<file path="src/rtl/sum_group_accumulator.sv">
// Adds COUNT consecutive sums from the adder stream and emits one registered
// group total per COUNT inputs, with valid/ready handshakes on both sides.
module sum_group_accumulator #(
    parameter  int WIDTH = 5,
    parameter  int COUNT = 4,
    localparam int OUT_W = WIDTH + $clog2(COUNT)
) (
    input  logic             clk,
    input  logic             rst_n,
    input  logic             in_vld,
    output logic             in_rdy,
    input  logic [WIDTH-1:0] in_data,
    output logic             out_vld,
    input  logic             out_rdy,
    output logic [OUT_W-1:0] out_data,
    output logic [7:0]       grp_cnt
);

    localparam logic [7:0] LAST_IDX = 8'(COUNT - 1);

    logic [OUT_W-1:0] acc;
    logic [OUT_W-1:0] sum;
    logic             last;
    logic             in_hs;
    logic             out_hs;

    // Only the closing sample can stall, and only while the previous total
    // is still sitting in the output register without being drained.
    assign last   = (grp_cnt == LAST_IDX);
    assign in_rdy = !last || !out_vld || out_rdy;
    assign in_hs  = in_vld && in_rdy;
    assign out_hs = out_vld && out_rdy;
    assign sum    = acc + OUT_W'(in_data);

    always_ff @(posedge clk or negedge rst_n) begin
        if (!rst_n) begin
            acc     <= '0;
            grp_cnt <= '0;
        end else if (in_hs) begin
            if (last) begin
                acc     <= '0;
                grp_cnt <= '0;
            end else begin
                acc     <= sum;
                grp_cnt <= grp_cnt + 8'd1;
            end
        end
    end

    // A closing load wins over a drain so back-to-back totals leave no bubble.
    always_ff @(posedge clk or negedge rst_n) begin
        if (!rst_n) begin
            out_vld  <= 1'b0;
            out_data <= '0;
        end else if (in_hs && last) begin
            out_vld  <= 1'b1;
            out_data <= sum;
        end else if (out_hs) begin
            out_vld  <= 1'b0;
        end
    end

endmodule

</file>
<file path="config.mk">
export PLATFORM = sky130hd
export DESIGN_NAME = sum_group_accumulator
export DESIGN_NICKNAME = d
export VERILOG_FILES = /design/src/rtl/sum_group_accumulator.sv
export SDC_FILE = /design/constraint.sdc
export NUM_CORES = 1
export LEC_CHECK = 0
export CAP_MARGIN = 20
export CORE_ASPECT_RATIO = 1.25
export CORE_MARGIN = 4
export CORE_UTILIZATION = 25
export DETAILED_ROUTE_END_ITERATION = 12
export PLACE_DENSITY = 0.52
export SYNTH_ARGS = -nofsm -noshare
export SYNTH_HDL_FRONTEND = slang
export SYNTH_SLANG_ARGS = --single-unit
</file>
<file path="constraint.sdc">
create_clock -name clk -period 1.7 [get_ports clk]
set_clock_uncertainty 0.2 [all_clocks]
set_input_delay 0.255 -clock clk [delete_from_list [all_inputs] [get_ports clk]]
set_output_delay 0.255 -clock clk [all_outputs]
set_load 0.02 [all_outputs]
</file>
==> impl_metrics.env <==
export IMPL_status="finished, violations left"
export IMPL_violations="negative setup slack"
export IMPL_p_per_area_mw_per_mm2=1600
export IMPL_yosys_warnings=0
export IMPL_yosysUniqueCellTypes=33
export IMPL_critPathMaxStageDelay_ns=0.43
export IMPL_max_freq_mhz=513
export IMPL_synth_most_common_cell="dfrtp_1"
export IMPL_crit_fanout=2
export IMPL_worst_pin_slew_ns=0.306
export IMPL_synth_area_leaders="dfrtp_1 50%, ha_1 6.5%, xnor2_1 6.1%"
export IMPL_rows=27
export IMPL_cts_root_buffer="clkbuf_8"
export IMPL_syn_inst=105
export IMPL_wl_um=3060
export IMPL_synth_edf_count=0
export IMPL_vias_per_cell=4.54
export IMPL_yosysSeqAreaShare_pct=49.7
export IMPL_reg2reg_from="acc[0]"
export IMPL_coreArea_mm2=0.00443
export IMPL_grt_usage_pct=11.6
export IMPL_io_buffer_count=25
export IMPL_startpoint_type="flip-flop"
export IMPL_end_kind="output pin"
export IMPL_start_util_pct=26.2
export IMPL_yosysTopAreaCellShare_pct=49.7
export IMPL_crit_buf_inv=1
export IMPL_fin_hold_ws_ns=0.145
export IMPL_hpwl_um=2220
export IMPL_cts_tree="done"
export IMPL_vias=1003
export IMPL_wl_met2_um=1670
export IMPL_fin_ws_ns=-0.248
export IMPL_p_seq_share_pct=31.1
export IMPL_grt_pass1_wl_um=5010
export IMPL_rsz0062_at_grt="yes"
export IMPL_yosys_most_used_dff="dfrtp_1"
export IMPL_intPower_w=0.00184
export IMPL_worst_ep_required_time_ns=1.24
export IMPL_path_depth=4
export IMPL_rrSetupSlack_ns=-0.23
export IMPL_fill_cells=440
export IMPL_r2r_cells=8
export IMPL_synth_top_area_cell="dfrtp_1"
export IMPL_cts_made_buffers=3
export IMPL_n_antenna_cell=0
export IMPL_p_leak_nw=0.960
export IMPL_wl_met3_um=92
export IMPL_wl_per_cell_um=13.8
export IMPL_p_sw_share_pct=38.6
export IMPL_crit_family="simple AND/OR/NAND/NOR gates"
export IMPL_synthTopCellsByCount="23 x dfrtp_1, 14 x nand2_1, 10 x o21ai_0, 8 x xnor2_1, 6 x ha_1"
export IMPL_p_sw_w=0.00116
export IMPL_worst_slew_margin_rel_pct=79.6
export IMPL_rr_endpoint="out_data[4]"
export IMPL_hp_class="in -> async"
export IMPL_drc=0
export IMPL_p_clk_share_pct=11.6
export IMPL_finalHoldViolations=0
export IMPL_slew_violations=0
export IMPL_fin_crit_ns=1.95
export IMPL_synth_area_mm2=0.00116
export IMPL_finalSetupViolCount=14
export IMPL_die_area_mm2=0.00579
export IMPL_drv_cap=0
export IMPL_m1WireLength_um=1230
export IMPL_grt_max_degree=24
export IMPL_pin_count=26
export IMPL_nets=180
export IMPL_cts_sinks=23
export IMPL_die_w_um=68.9
export IMPL_ir_drop_mv=0.420
export IMPL_grt_remaining_overflow=0
export IMPL_clock_path_buffers=2
export IMPL_ys_ff_latch=23
export IMPL_drt_pass1_iterations=4
export IMPL_crit_chain="nor4_4, nand3_2, or2_4, buf_6"
export IMPL_dp_slack_ns=-0.612
export IMPL_synth_area_per_cell_um2=11.0
export IMPL_synthArstFlopShare_pct=100
export IMPL_antenna_found_initial=0
export IMPL_top_layer_used="met4"
export IMPL_combPwrFrac_pct=57.3
export IMPL_fin_crit_sh_pct=115
export IMPL_syn_nets=121
export IMPL_clkTransAtPathRegs_ns=0.09
export IMPL_drtAntennaViolNets=0
export IMPL_worstSetupPathType="reg -> out"
export IMPL_cpMaxStageDelayCell="dfrtp_2"
export IMPL_area_delta_synth_final_pct=61.8
export IMPL_drive_gt1_share_pct=38.7
export IMPL_grt_pass1_vias=1072
export IMPL_drtIter0Drc=12
export IMPL_clk_latency_ns=0.27
export IMPL_cts_htree_levels=1
export IMPL_cts_hold_fix_buffers=0
export IMPL_place_congestion=0.760
export IMPL_chipHeight_um=84.1
export IMPL_arrival_ns=1.49
-- placed cells by master, fill, tap and decap left out, types with 2 or more instances in the layout --
master           synthesis  routed
o21ai_0                 10       6
dlymetal6s2s_1           0       5
or2_4                    1       2
a21o_1                   2       2
dfrtp_1                 23      20
dlygate4sd2_1            0      14
dfrtp_2                  0       3
ha_1                     6       3
clkbuf_8                 0       3
inv_1                    5       2
clkdlybuf4s50_1          0       5
a41o_1                   2       2
nand2_1                 14      14
a22o_1                   4       4
xnor2_1                  8       5
a21oi_2                  0       4
nand3_1                  2       2
mux2_2                   2       2
ha_4                     0       3
buf_6                    1       6
inv_2                    0       3
xnor2_2                  0       3
o21ai_1                  0       4
buf_4                    0      26
nand4_1                  2       2
-- registers in the layout (all words and copies together) (netlist names) --
register / cells
out_data: 7
out_vld: 1
grp_cnt: 8
acc: 7
-- area by class of cell --
cell class | instances | area [µm²] | area share [%]
multi-input cells | 75 | 659 | 35.2
flip-flops and latches | 23 | 579 | 30.9
repair buffers | 56 | 498 | 26.6
well taps | 58 | 72.6 | 3.87
clock buffers | 4 | 45.0 | 2.40
inverters | 5 | 18.8 | 1.00
-- worst register-to-register path, stage by stage, from the launching register on --
cell	delay, ns
dfrtp_1	0.39
ha_4	0.15
inv_2	0.04
fa_2	0.35
inv_2	0.05
a21o_1	0.14
a21oi_2	0.08
xnor2_2	0.14
mux2_4	0.27
-- worst max-delay path by stage --
stage	from	endpoint	slack (ns)
floorplan	grp_cnt[6]	out_data[4]	-0.18
global placement	in_data[0]	out_data[4]	-0.57
detailed placement	in_data[0]	out_data[4]	-0.61
CTS	grp_cnt[5]	in_rdy	-0.28
global route	acc[0]	out_data[4]	-0.32
finish	grp_cnt[6]	in_rdy	-0.25
-- metrics by stage --
| step | util [%] | cell area, µm² | power [W] | TNS, ns | cells |
|---|---|---|---|---|---|
| floorplan | - | 1170 | 0.00176 | -0.583 | 105 |
| global placement | 38.0 | 1680 | 0.00243 | -5.93 | 213 |
| detailed placement | 38.0 | 1680 | 0.00248 | -6.50 | 213 |
| CTS | 40.9 | 1810 | 0.00293 | -2.67 | 219 |
| global route | 42.3 | 1870 | 0.00323 | -3.60 | 221 |
| finish | 42.3 | 1870 | 0.00300 | -2.29 | 221 |
-- per-layer routing --
metal,global-route usage [%],vias to the layer above
li1,-,487
met1,12.6,488
met2,21.3,23
met3,1.21,5
met4,5.32,0
met5,0,-
-- power groups by stage --
stage	Clock, W	Combinational [W]	Sequential, W
6_report	0.000348	0.00172	0.000932
4_1_cts	0.000354	0.00164	0.000930
2_1_floorplan	0	0.000638	0.00112
5_1_grt	0.000384	0.00189	0.000962
3_5_place_dp	0	0.00155	0.000924
3_3_place_gp	0	0.00152	0.000913
-- repair_timing --
action,CTS,global route
buffers inserted,1,4
resized for setup,40,12
setup endpoints to repair,29,23
pin swaps,12,8
gates cloned,1,0
-- logic make-up (layout without fill, tap and decap cells) --
logic type                 count (synthesis)  count (layout)  share of synthesized area (%)
and+or+nand+nor                           29              29                           13.5
AOI/OAI and AO/OA                         26              26                           14.8
DFF                                       23              23                           49.7
xor gates and xnor gates                  10              10                           7.57
adders and majority gates                  7               7                           8.22
buffers and inverters                      7              65                           2.92
muxes                                      3               3                           3.24
No activity file was read; power rests on OpenSTA's default activity.
